--- src/rtl/pipe_skid_buffer_pkg.sv ---
// Shared encodings for the two-entry skid pipeline register.
package pipe_skid_buffer_pkg;

    typedef enum logic [1:0] {
        ST_EMPTY   = 2'd0,
        ST_ONE     = 2'd1,
        ST_FULL    = 2'd2,
        ST_ILLEGAL = 2'd3
    } state_e;

    localparam int OCC_W = 2;

endpackage

--- src/rtl/pipe_skid_buffer_reg.sv ---
// Generic N-bit register with load enable and async active-low clear.
module pipe_skid_buffer_reg #(
    parameter int N = 16
) (
    input  logic         clk,
    input  logic         reset,
    input  logic         i_en,
    input  logic [N-1:0] i_d,
    output logic [N-1:0] o_q
);

    logic [N-1:0] r_q;

    always_ff @(posedge clk or negedge reset) begin
        if (!reset)
            r_q <= '0;
        else if (i_en)
            r_q <= i_d;
    end

    assign o_q = r_q;

endmodule

--- src/rtl/pipe_skid_buffer.sv ---
// Two-entry elastic stage register: main entry drives out_data, skid entry
// absorbs one word on stall so in_ready is a pure state decode.
module pipe_skid_buffer
    import pipe_skid_buffer_pkg::*;
#(
    parameter int N = 16
) (
    input  logic             clk,
    input  logic             reset,
    input  logic             flush,
    input  logic             in_valid,
    output logic             in_ready,
    input  logic [N-1:0]     in_data,
    output logic             out_valid,
    input  logic             out_ready,
    output logic [N-1:0]     out_data,
    output logic [OCC_W-1:0] occupancy
);

    state_e       r_state;
    state_e       w_next;
    logic         w_in_xfer;
    logic         w_out_xfer;
    logic         w_main_en;
    logic         w_skid_en;
    logic [N-1:0] w_main_d;
    logic [N-1:0] w_main_q;
    logic [N-1:0] w_skid_q;

    assign w_in_xfer  = in_valid  && in_ready;
    assign w_out_xfer = out_valid && out_ready;

    always_ff @(posedge clk or negedge reset) begin
        if (!reset)
            r_state <= ST_EMPTY;
        else
            r_state <= w_next;
    end

    always_comb begin
        w_next = r_state;
        if (flush) begin
            w_next = ST_EMPTY;
        end else begin
            case (r_state)
                ST_EMPTY: if (w_in_xfer) w_next = ST_ONE;
                ST_ONE: begin
                    if (w_in_xfer && !w_out_xfer)
                        w_next = ST_FULL;
                    else if (!w_in_xfer && w_out_xfer)
                        w_next = ST_EMPTY;
                end
                ST_FULL:  if (w_out_xfer) w_next = ST_ONE;
                default:  w_next = ST_EMPTY;
            endcase
        end
    end

    // Outputs depend on r_state alone; the illegal code accepts nothing.
    always_comb begin
        out_valid = 1'b0;
        in_ready  = 1'b0;
        occupancy = '0;
        case (r_state)
            ST_EMPTY: begin in_ready = 1'b1; end
            ST_ONE:   begin out_valid = 1'b1; in_ready = 1'b1; occupancy = 2'd1; end
            ST_FULL:  begin out_valid = 1'b1; occupancy = 2'd2; end
            default:  begin out_valid = 1'b0; end
        endcase
    end

    // Main reloads from skid when draining FULL, otherwise from the input.
    always_comb begin
        w_main_en = 1'b0;
        w_skid_en = 1'b0;
        w_main_d  = in_data;
        if (!flush) begin
            case (r_state)
                ST_EMPTY: w_main_en = w_in_xfer;
                ST_ONE: begin
                    w_main_en = w_in_xfer && w_out_xfer;
                    w_skid_en = w_in_xfer && !w_out_xfer;
                end
                ST_FULL: begin
                    w_main_en = w_out_xfer;
                    w_main_d  = w_skid_q;
                end
                default: w_main_en = 1'b0;
            endcase
        end
    end

    pipe_skid_buffer_reg #(.N(N)) u_main (
        .clk   (clk),
        .reset (reset),
        .i_en  (w_main_en),
        .i_d   (w_main_d),
        .o_q   (w_main_q)
    );

    pipe_skid_buffer_reg #(.N(N)) u_skid (
        .clk   (clk),
        .reset (reset),
        .i_en  (w_skid_en),
        .i_d   (in_data),
        .o_q   (w_skid_q)
    );

    assign out_data = w_main_q;

endmodule

--- config.mk ---
export PLATFORM = sky130hd
export DESIGN_NAME = pipe_skid_buffer
export DESIGN_NICKNAME = d
export VERILOG_FILES = /design/src/rtl/pipe_skid_buffer_pkg.sv /design/src/rtl/pipe_skid_buffer_reg.sv /design/src/rtl/pipe_skid_buffer.sv
export SDC_FILE = /design/constraint.sdc
export NUM_CORES = 1
export LEC_CHECK = 0
export CORE_UTILIZATION = 48
export DETAILED_ROUTE_END_ITERATION = 10
export GPL_TIMING_DRIVEN = 0
export HOLD_SLACK_MARGIN = 0.15
export MAX_ROUTING_LAYER = met4
export PLACE_DENSITY = 0.83
export SYNTH_ARGS = -nofsm -noshare
export SYNTH_HDL_FRONTEND = slang
export SYNTH_SLANG_ARGS = --single-unit
--- constraint.sdc ---
create_clock -name clk -period 2.35 [get_ports clk]
set_input_delay 0.47 -clock clk [delete_from_list [all_inputs] [get_ports clk]]
set_output_delay 0.47 -clock clk [all_outputs]
set_load 0.02 [all_outputs]
* Yosys cells after proc, flatten, opt, wreduce, memory -nomap -nowiden
Cells that the tools add are included.
** Word-level totals
- Output and inout bits :: 20
- ROM bits :: 0
- Bits of input ports :: 21
- Bits in latches :: 0
- Memories kept :: 0
- Bits in writable memories :: 0
- Word-level logic and storage cells :: 34
- Flip-flop bits (word level) :: 34
** Cells by class
- Divide/modulo/power cells :: 0
- Add/sub/neg operators :: 0
- $lt $le $gt $ge :: 0
- Shifts and indexed selects :: 0
- Multipliers :: 0
- Bitwise logic cells :: 0
- Reduce and logical (&&, ||, !) cells :: 11
- Muxes and demuxes :: 15
- Equality and inequality tests :: 5
** Operator list (count)
- 2-to-1 mux 16 bit :: 2
- 2-to-1 mux 2 bit :: 5
- != test 3 bit, second input constant :: 2
- case mux 2 bit (3 select lines) :: 1
- logical AND 1 bit :: 5
- 2-to-1 mux 1 bit :: 5
- != test 4 bit, second input constant :: 1
- case mux 2 bit (2 select lines) :: 1
- OR reduction 2 bit :: 2
- case mux 1 bit (3 select lines) :: 1
- AND reduction 3 bit :: 1
- equality test 2 x 1 -> 1 bit, second input constant :: 1
- equality test 2 bit, second input constant :: 1
- logical NOT 1 bit :: 2
- logical NOT 2 bit :: 1

* Depth between registers and ports, before layout
Gate-level depths: netlist (run 1).
- Depth in word-level cells :: 10
- Mapped depth :: 7
- Depth with buffers taken out :: 6

* By module
From an unflattened synthesis (run 1), not the netlist that was laid out.
** Unflattened totals
- Cell total of the unflattened synthesis :: 118
- Area total of the unflattened synthesis :: 1809.2 um^2
** Modules (own cells, without submodules)
- pipe_skid_buffer_reg :: instances 2, area each 649.4 um^2, sequential area each 400.4 um^2, cells an instance 34
- pipe_skid_buffer :: instances 1, area each 510.5 um^2, sequential area each 50.0 um^2, cells an instance 50

* Least setup slack after synthesis (run 1)
Ideal clock, no wire load.
- Path type :: register -> register
- From :: reg r_state[0]
- To :: reg u_skid.r_q[0] (netlist: u_skid.o_q[0])
- Clock period less this slack :: 1.998 ns
- Setup time :: 0.125 ns
- Cell stages (with the launch flop) :: 8
- Required time :: 2.225 ns
- Buffers on the path :: 1
- Setup slack :: 0.352 ns
- Arrival time :: 1.874 ns
- Cell sequence :: dfrtp_1 -> inv_1 -> ha_1 -> nand2_1 -> nand3_1 -> nor2_2 -> buf_4 -> mux2_2
** Between the ends
- Cells in the longest elaborated chain, start to end :: 8
- Elaborated cells on any way between the ends :: 13
- Those cells by class :: eq/ne: 2; mux: 4; reduce/logical: 7
** Ends and longest elaborated chain
- start: declaration :: RTL line pipe_skid_buffer.sv:20 : state_e r_state;
- start signal: assignment :: RTL line pipe_skid_buffer.sv:37 : r_state <= w_next;
- equality test 2 bit / equality test 2 x 1 -> 1 bit (equally long branches) :: RTL line pipe_skid_buffer.sv:64 : case (r_state)
- OR reduction 2 bit (no source line) *
- 2-to-1 mux 1 bit * :: RTL line pipe_skid_buffer.sv:64
- via out_valid :: RTL line pipe_skid_buffer.sv:14 : output logic out_valid,
- logical AND 1 bit * :: RTL line pipe_skid_buffer.sv:31 : assign w_out_xfer = out_valid && out_ready;
- logical NOT 1 bit * :: RTL line pipe_skid_buffer.sv:82 : w_skid_en = w_in_xfer && !w_out_xfer;
- logical AND 1 bit * :: RTL line pipe_skid_buffer.sv:82
- 2-to-1 mux 1 bit * :: RTL line pipe_skid_buffer.sv:78 : case (r_state)
- 2-to-1 mux 1 bit * :: RTL line pipe_skid_buffer.sv:77 : if (!flush) begin
- end signal: assignment :: RTL line pipe_skid_buffer_reg.sv:18 : r_q <= i_d;
- end: declaration :: RTL line pipe_skid_buffer_reg.sv:12 : logic [N-1:0] r_q;
The timed path passes the listed nets; every way through them passes the cells marked *.
A chain may end at the register's enable or synchronous reset.

* Worst setup path in the final report (run 1)
- From :: reg r_state[1]
- To :: out occupancy[0]
** Between the ends
- Cells in the longest elaborated chain, start to end :: 2
- Elaborated cells on any way between the ends :: 3
- Those cells by class :: eq/ne: 2; mux: 1
** Ends and longest elaborated chain
- equality test 2 bit / equality test 2 x 1 -> 1 bit (equally long branches) :: RTL line pipe_skid_buffer.sv:64
- case mux 2 bit (2 select lines) * :: RTL line pipe_skid_buffer.sv:64
- end: declaration :: RTL line pipe_skid_buffer.sv:17 : output logic [OCC_W-1:0] occupancy
Every way passes the cells marked *; elsewhere a longest branch is shown, timed or not.

==> metrics, run 1 <==
Layout area overhead=33.8%; Vias/cell=5.32; number of max-cap violations=0; number of synthesized register bits=34; RSZ-0062 raised after global routing=false; fin. max-slew vios=0; adder-cell share of the synthesized area=0.0393; Netlist cell types=24; Non-Filler Instances=221; via count=1175; post-synthesis mux area share=0.214; setup TNS=0 ns; Synth top area share=0.534; nets@finish=203; status=finished, final reports clean; Antenna Cells=0; clock buffer count from CTS=5; Internal=1.59 mW; Row Count=20; clock-pin transition on the worst setup and hold timing paths=0.11 ns; most frequent cells in the layout=37 x clkdlybuf4s50_1, 34 x dfrtp_1, 17 x a21oi_1, 17 x nor2_1; Setup CP Type=flip-flop to output pin; CP Data Arrival Time=1.78 ns; syn avg cell area=12.3 um2; Clk pwr share=0.186; Iteration-0 DRC Markers=32; commonest non-fill, non-tap cell in the layout=clkdlybuf4s50_1; post-synthesis sequential area ratio=0.534; Hold Fails Final Rpt=0; Slew @ Worst Pin=0.735 ns; Synth Cell Area=1590 um2; total congestion overflow=0; post-layout minimum cycle time=2.25 ns; top area cells in the synthesized netlist=dfrtp_1 53%, mux2_2 11%, mux2i_1 10%; full die area=3550 um2; Worst setup EP type=output pin; Initial Util=0.513; post-synthesis xor/xnor area fraction=0; Die Wd=59.6 um; Critical Path Start Type=flip-flop; core area=3100 um2; vias in the first global route=1198; drt pass-1 iters=4; clock sink count=34; Peak VDD IR=0.000478 V; Clock Tree Root=clkbuf_4; antenna violations before repair=0; Ports=41; Worst-Skew Late Latency=0.34 ns; hpwl dp=2390 um; fill count=242; layout cells sized above 1=0.209; critical path required time=1.88 ns; Static Leak=0.867 nW; post-synth top area cell=dfrtp_1; complex-gate fraction of the synthesized area=0.102; Synth Warn #=0; Max clock buf depth=2; die height=59.6 um; final setup skew=0.0105 ns; drt wl/cell=14.8 um; CTS tree=done; IO buf count=40; Comb pwr share=0.400; PwrDens=1120 nW/um2; fin crit share=0.957; Post-Place Cells=214; Routed WL=3280 um; All-Layer GR Usage=0.220; switch share=0.333; Seq. cell area=851 um2; Max-slew headroom=0.510; NetSw=791 uW; largest net degree at the start of global routing=35; fmax=445 MHz; sequential share of power=0.414; Hold Path Class=input port to async pin; Syn Nets=156; Synth Area in Simple Gates=0.0731; largest family of logic cells by synthesized area=multiplexers; H-tree depth=2; antenna-violating nets left=0; Mapped Cells=130; # DRC=0; Final setup viols=0; crit-path max FO=5; routability congestion estimate=0.761; first-pass GRT wire length=5330 um; Multi-input gate area=687 um2
layout make-up:
type                            instances  share of cell area
Buffer                                  6              0.0247
Clock buffer                            6              0.0241
Clock inverter                          1              0.0141
Inverter                                2             0.00352
Multi-Input combinational cell         88               0.322
Sequential cell                        34               0.399
Tap cell                               44              0.0258
Timing Repair Buffer                   40               0.186
registers in the layout (all words and copies together), names as in the netlist:
signal      count
u_main.o_q     16
u_skid.o_q     16
r_state         2
Yosys cell counts:
cell	number
a211o_2	1
a211oi_4	1
a21oi_1	17
a21oi_2	2
a22oi_1	1
a311oi_1	1
and2b_1	1
and3_2	1
buf_4	4
buf_6	2
dfrtp_1	34
ha_1	5
inv_1	2
mux2_2	16
mux2i_1	16
nand2_1	2
nand3_1	1
nand4_1	1
nor2_1	17
nor2_2	1
nor2b_1	1
o21ai_0	1
o41ai_1	1
or2_2	1
critical path: stages (launching register included):
cell	delay, ns
dfrtp_1	0.42
inv_1	0.12
ha_1	0.25
clkdlybuf4s50_1	0.65
power groups by stage:
stage | logic (mW) | registers (mW) | clock network (mW)
after floorplan | 0.409 | 1.12 | 0
after global placement | 0.927 | 0.983 | 0
after detailed placement | 0.959 | 1.00 | 0
after CTS | 0.959 | 0.988 | 0.438
after global routing | 1.03 | 1.02 | 0.469
final | 0.951 | 0.984 | 0.441
per-layer routing:
| layer | wire length [um] | track usage | vias up |
|---|---|---|---|
| li1 | - | - | 551 |
| met1 | 1420 | 0.251 | 576 |
| met2 | 1640 | 0.358 | 37 |
| met3 | 135 | 0.0633 | 11 |
| met4 | 77 | 0.0997 | 0 |
| met5 | 0 | - | - |
logic make-up after synthesis:
group	count (synthesis)
mux	32
flops	34
compound gates	25
fa+ha+maj	5
buf+inv	8
simple gates	26
metrics by stage:
step	worst slack (ns)	util	total power, mW	hold WS, ns	instance area, um2
floorplan	0.352	-	1.53	0.174	1590
global placement	0.147	0.660	1.91	0.489	2050
detailed placement	0.0648	0.658	1.96	0.496	2040
CTS	0.0223	0.684	2.38	0.212	2120
global route	0.0516	0.687	2.52	0.224	2130
finish	0.101	0.687	2.38	0.181	2130
path summary, 6_finish.rpt:
| path | to | depth (start not counted) | start | slack (ns) |
|---|---|---|---|---|
| setup / recovery | occupancy[0] | 3 | r_state[1] | 0.10 |
| hold / removal | u_skid.o_q[5] | 1 | reset | 0.18 |
| max in group asynchronous | u_skid.o_q[1] | 1 | reset | 1.70 |
| hold reg to reg | u_skid.o_q[12] | 1 | u_skid.o_q[12] | 0.52 |
| min in group clk | u_skid.o_q[12] | 1 | u_skid.o_q[12] | 0.52 |
| setup reg to reg | r_state[1] | 6 | r_state[0] | 0.22 |
what timing repair did:
item | CTS | global route
gates resized for setup | 1 | 2
hold buffers | 0 | 0
setup buffers | 0 | 0
setup endpoints to repair | 1 | 11
Power figures use the tool's default switching activity.
==> run 2: changes to the inputs <==
--- a/config.mk
+++ b/config.mk
@@ -10,7 +10,8 @@
 export GPL_TIMING_DRIVEN = 0
 export HOLD_SLACK_MARGIN = 0.15
 export MAX_ROUTING_LAYER = met4
-export PLACE_DENSITY = 0.83
+export PLACE_DENSITY = 0.9
+export REMOVE_ABC_BUFFERS = 1
 export SYNTH_ARGS = -nofsm -noshare
 export SYNTH_HDL_FRONTEND = slang
 export SYNTH_SLANG_ARGS = --single-unit
==> run 2 against run 1 <==
Total power fell by 4.4%; fmax rose by 1.6%; clock power fell by 30%; hold slack improved by 0.33 ns; sequential share of layout area fell by 0.55 points; cell count did not move; setup slack improved by 0.035 ns; sequential power rose by 0.6%; critical path depth did not move; highest routed layer unchanged; non-clock buffer count did not move; largest power group unchanged; critical path type unchanged; clock skew fell by 0.0066 ns; routed wire length rose by 2.6%.
==> metrics, run 2 (synthesized netlist as in run 1, its figures left out) <==
critical path required time=1.88 ns (about the same); routability congestion estimate=0.840 (+10%); drt pass-1 iters=4 (unchanged); final core occ=0.696 (+0.00968); Max clock buf depth=2 (unchanged); core area=3100 um2 (unchanged); All-Layer GR Usage=0.221 (+0.00112); commonest non-fill, non-tap cell in the layout=clkdlybuf4s50_1; Iteration-0 DRC Markers=21 (-34%); Hold Fails Final Rpt=0 (unchanged); clock-pin transition on the worst setup and hold timing paths=0.09 ns (-0.02 ns); # DRC=0 (unchanged); Die Wd=59.6 um (unchanged); clock buffer count from CTS=5 (unchanged); Final setup viols=0 (unchanged); Setup CP Type=flip-flop to output pin; CTS tree=done; Ports=41 (unchanged); Worst-Skew Late Latency=0.33 ns (about the same); CP Data Arrival Time=1.74 ns (-0.04 ns); Max-slew headroom=0.458 (-0.0522); slowest stage delay, CP=0.63 ns (-0.02 ns); RSZ-0062 raised after global routing=false; Layout area overhead=35.7%; Antenna Cells=0 (unchanged); via count=1155 (-1.7%); hpwl dp=2320 um (-3.1%); fmax=452 MHz (+1.6%); largest net degree at the start of global routing=21 (-40%); fin crit share=0.942 (-0.0149); critical path, cell by cell=inv_1 -> ha_1 -> clkdlybuf4s50_1; Critical Path Start Type=flip-flop; Clock Tree Root=clkbuf_4; Hold Path Class=flip-flop to flip-flop; antenna-violating nets left=0 (unchanged); fin. max-slew vios=0 (unchanged); Static Leak=0.866 nW (-0.12%); post-layout minimum cycle time=2.21 ns (-0.0350 ns); total congestion overflow=0 (unchanged); most frequent cells in the layout=38 x clkdlybuf4s50_1, 34 x dfrtp_1, 17 x a21oi_1, 17 x nor2_1; Slowest cell on crit path=clkdlybuf4s50_1; antenna violations before repair=0 (unchanged); Row Count=20 (unchanged); nets@finish=204 (+0.49%); dpl cell area=2040 um2 (-0.12%); Initial Util=0.513 (unchanged); vias in the first global route=1162 (-3.0%); PwrDens=1050 nW/um2 (-5.7%); final setup skew=0.00389 ns (-0.00662 ns); Peak VDD IR=0.000441 V (-7.7%); die height=59.6 um (unchanged); Vias/cell=5.23 (-1.7%); crit-path max FO=5 (unchanged); clock sink count=34 (unchanged); layout cells sized above 1=0.209 (unchanged); Worst setup EP type=output pin; status=finished, final reports clean; fin area=2160 um2 (+1.4%); drt wl/cell=15.2 um (+2.6%); IO buf count=40 (unchanged); fill count=241 (-0.41%); full die area=3550 um2 (unchanged); Routed WL=3360 um (+2.6%); H-tree depth=2 (unchanged); Slew @ Worst Pin=0.811 ns (+0.0757 ns); number of max-cap violations=0 (unchanged); first-pass GRT wire length=5380 um (+0.92%)
==> run 2: cell count changes in the layout (fill, tap and decap cells not counted), sizes merged <==
cell / previous run / this run
bufinv: 1 / 0
buf: 7 / 6
clkdlybuf4s50: 37 / 38
a211oi: 1 / 2
==> run 2: cell type report <==
| type | instances | area (um2) | share of cell area |
|---|---|---|---|
| flip-flops and latches | 34 | 851 | 0.394 |
| multi-input cells | 89 | 709 | 0.328 |
| clock buffers | 6 | 51.3 | 0.0237 |
| repair buffers | 46 | 487 | 0.225 |
| inverters | 2 | 7.51 | 0.00347 |
| well taps | 44 | 55.1 | 0.0255 |
==> run 2: timing repair <==
item,in CTS,in global routing
hold buffers,0,0
endpoints found under the setup margin,17,29
resized for setup,2,2
pin swaps,1,2
setup buffers,0,4
cloned,1,0
==> run 2: worst max-delay path, delay by kind of cell (launching register included) <==
kind       cells  cell delay, ns
buf+inv        2            0.75
fa+ha+maj      1            0.23
flops          1            0.43
==> run 2: report_power, final <==
group / switching, mW / internal (mW)
logic: 0.465 / 0.507
registers: 0.143 / 0.847
clock network: 0.175 / 0.135
total: 0.783 / 1.49
==> run 2: through the flow <==
stage | std cells | hold WS, ns | setup TNS (ns) | power, mW | worst slack [ns]
3_5_place_dp | 210 | 0.496 | -4.79 | 1.95 | -0.342
5_1_grt | 221 | 0.537 | 0 | 2.41 | 0.0480
3_3_place_gp | 208 | 0.489 | -11.69 | 1.88 | -0.730
2_1_floorplan | 124 | 0.174 | 0 | 1.51 | 0.0548
4_1_cts | 217 | 0.517 | 0 | 2.27 | 0.00795
6_report | 221 | 0.514 | 0 | 2.27 | 0.136
==> run 2: metal layers <==
metal | global-route usage | up-vias | part of all wire
met5 | - | - | 0
met4 | 0.0598 | 0 | 0.0036
met1 | 0.264 | 571 | 0.41
li1 | - | 556 | -
met3 | 0.0611 | 2 | 0.035
met2 | 0.368 | 26 | 0.55
==> run 2: final timing paths <==
| path | from | endpoint | slack [ns] | depth (start not counted) |
|---|---|---|---|---|
| worst max register to register | r_state[0] | u_skid.o_q[7] | 0.24 | 6 |
| worst min-delay path | u_skid.o_q[9] | u_skid.o_q[9] | 0.51 | 1 |
| worst max-delay path | r_state[1] | occupancy[0] | 0.14 | 3 |
| worst min register to register | u_skid.o_q[9] | u_skid.o_q[9] | 0.51 | 1 |
| max in group asynchronous | reset | u_main.o_q[1] | 1.19 | 2 |
| min in group asynchronous | reset | u_main.o_q[14] | 0.60 | 1 |
==> run 3: changes to the inputs <==
--- a/config.mk
+++ b/config.mk
@@ -9,8 +9,7 @@
 export DETAILED_ROUTE_END_ITERATION = 10
 export GPL_TIMING_DRIVEN = 0
 export HOLD_SLACK_MARGIN = 0.15
-export MAX_ROUTING_LAYER = met4
-export PLACE_DENSITY = 0.9
+export PLACE_DENSITY = 0.82
 export REMOVE_ABC_BUFFERS = 1
 export SYNTH_ARGS = -nofsm -noshare
 export SYNTH_HDL_FRONTEND = slang
==> run 3 against run 2 <==
Clock power increased by 7.1%; critical path depth unchanged; fmax decreased by 0.13%; setup slack got worse by 0.0029 ns; design area decreased by 1.2%; cell count decreased by 0.45%; die area unchanged; hold slack got worse by 0.32 ns; sequential share of layout area increased by 0.48 points; non-clock buffer count decreased by 3; highest routed layer unchanged; via count increased by 0.69%.
==> metrics, run 3 (synthesized netlist as in run 1, its figures left out) <==
status=finished, final reports clean; fmax=451 MHz (-0.13%); IO buf count=40 (unchanged); Hold Fails Final Rpt=0 (unchanged); die height=59.6 um (unchanged); worst r2r src=r_state[0]; slack of the critical path=0.133 ns (-0.00291 ns); Iteration-0 DRC Markers=55 (+160%); drt pass-1 iters=4 (unchanged); Peak VDD IR=0.000475 V (+7.7%); clock sink count=34 (unchanged); core area=3100 um2 (unchanged); setup TNS=0 ns (unchanged); Max-slew headroom=0.509 (+0.0516); Antenna Cells=0 (unchanged); RSZ-0062 raised after global routing=false; vias in the first global route=1184 (+1.9%); hpwl dp=2210 um (-4.6%); fin. max-slew vios=0 (unchanged); total chip power=2.28 mW (+0.31%); dpl ws=-0.313 ns (+0.0289 ns); Worst setup EP type=output pin; Max clock buf depth=2 (unchanged); total congestion overflow=0 (unchanged); Row Count=20 (unchanged); All-Layer GR Usage=0.209 (-0.0120); Slew @ Worst Pin=0.736 ns (-0.0748 ns); critical path required time=1.88 ns (about the same); final setup skew=0.00632 ns (+0.00242 ns); most frequent cells in the layout=37 x clkdlybuf4s50_1, 34 x dfrtp_1, 17 x a21oi_1, 17 x nor2_1; Static Leak=0.852 nW (-1.7%); # DRC=0 (unchanged); Initial Util=0.513 (unchanged); R2R setup slack=0.26 ns (+0.02 ns); via count=1163 (+0.69%); drt wl/cell=14.7 um (-3.5%); Ports=41 (unchanged); Critical Path Start Type=flip-flop; clock-pin transition on the worst setup and hold timing paths=0.10 ns (about the same); reg2reg path depth=6 (unchanged); routability congestion estimate=0.794 (-5.4%); Routed WL=3230 um (-3.9%); largest net degree at the start of global routing=35 (+67%); first-pass GRT wire length=5260 um (-2.2%); R2R Path End=u_skid.o_q[13]; Clock Tree Root=clkbuf_4; Final setup viols=0 (unchanged); post-layout minimum cycle time=2.22 ns (+0.00291 ns); fill count=244 (+1.2%); Hold Path Class=input port to async pin; nets@finish=201 (-1.5%); Vias/cell=5.29 (+1.2%); full die area=3550 um2 (unchanged); Setup CP Type=flip-flop to output pin; antenna violations before repair=0 (unchanged); number of max-cap violations=0 (unchanged); fin crit share=0.943 (+0.00124); layout cells sized above 1=0.205 (-0.00449); CP Data Arrival Time=1.75 ns (about the same); H-tree depth=2 (unchanged); antenna-violating nets left=0 (unchanged); CTS tree=done; Die Wd=59.6 um (unchanged); commonest non-fill, non-tap cell in the layout=clkdlybuf4s50_1; crit-path max FO=5 (unchanged); Layout area overhead=34.0%; Worst-Skew Late Latency=0.33 ns (about the same); clock buffer count from CTS=5 (unchanged); PwrDens=1070 nW/um2 (+1.5%)
-- run 3: cell types whose count changed in the layout (fill, tap and decap cells not counted), sizes merged --
| cell | change |
|---|---|
| clkdlybuf4s50 | -1 |
| buf | -2 |
| clkinv | +1 |
| clkbuf | +1 |
-- run 3: area by class of cell --
type	instances	area, um2	area share
clock buffer	7	55.1	0.0258
clock inverter	1	5.00	0.00234
inverter	2	7.51	0.00352
multi-input combinational	89	709	0.332
sequential	34	851	0.399
tap	44	55.1	0.0258
timing repair buffer	43	452	0.212
-- run 3: timing repair --
item                       in CTS  in global routing
hold buffers                    0                  0
buffers inserted                0                  2
pin swaps                       1                  2
gates resized for setup         3                  1
setup endpoints to repair      24                 16
cloned                          1                  0
-- run 3: critical path, cell delays in order (launching register included) --
cell	delay, ns
dfrtp_1	0.43
inv_1	0.13
ha_1	0.24
clkdlybuf4s50_1	0.63
-- run 3: through the flow --
step                hold slack, ns  instance area [um2]  utilization  instances
floorplan                    0.174                 1540            -        124
global placement             0.488                 2000        0.643        208
finish                       0.191                 2130        0.688        220
CTS                          0.208                 2090        0.674        218
global route                 0.227                 2130        0.688        220
detailed placement           0.499                 2010        0.647        209
-- run 3: worst max path at each step --
stage | start | to | cells past startpoint
2_1_floorplan | r_state[0] | u_main.o_q[13] | 5
3_3_place_gp | flush | u_main.o_q[13] | 4
3_5_place_dp | in_valid | u_main.o_q[2] | 4
4_1_cts | r_state[0] | out_valid | 3
5_1_grt | r_state[1] | occupancy[0] | 3
6_report | r_state[1] | occupancy[0] | 3
-- run 3: report_power, final --
part           switching (mW)  internal [mW]  leakage, nW
combinational           0.461          0.502        0.423
sequential              0.139          0.846        0.393
clock                   0.187          0.145       0.0353
-- run 3: routing by layer --
metal / global-route usage / routed length, um / up-vias
li1: - / - / 559
met1: 0.253 / 1360 / 562
met2: 0.345 / 1670 / 34
met3: 0.0524 / 133 / 8
met4: 0.106 / 66 / 0
met5: 0 / 0 / -
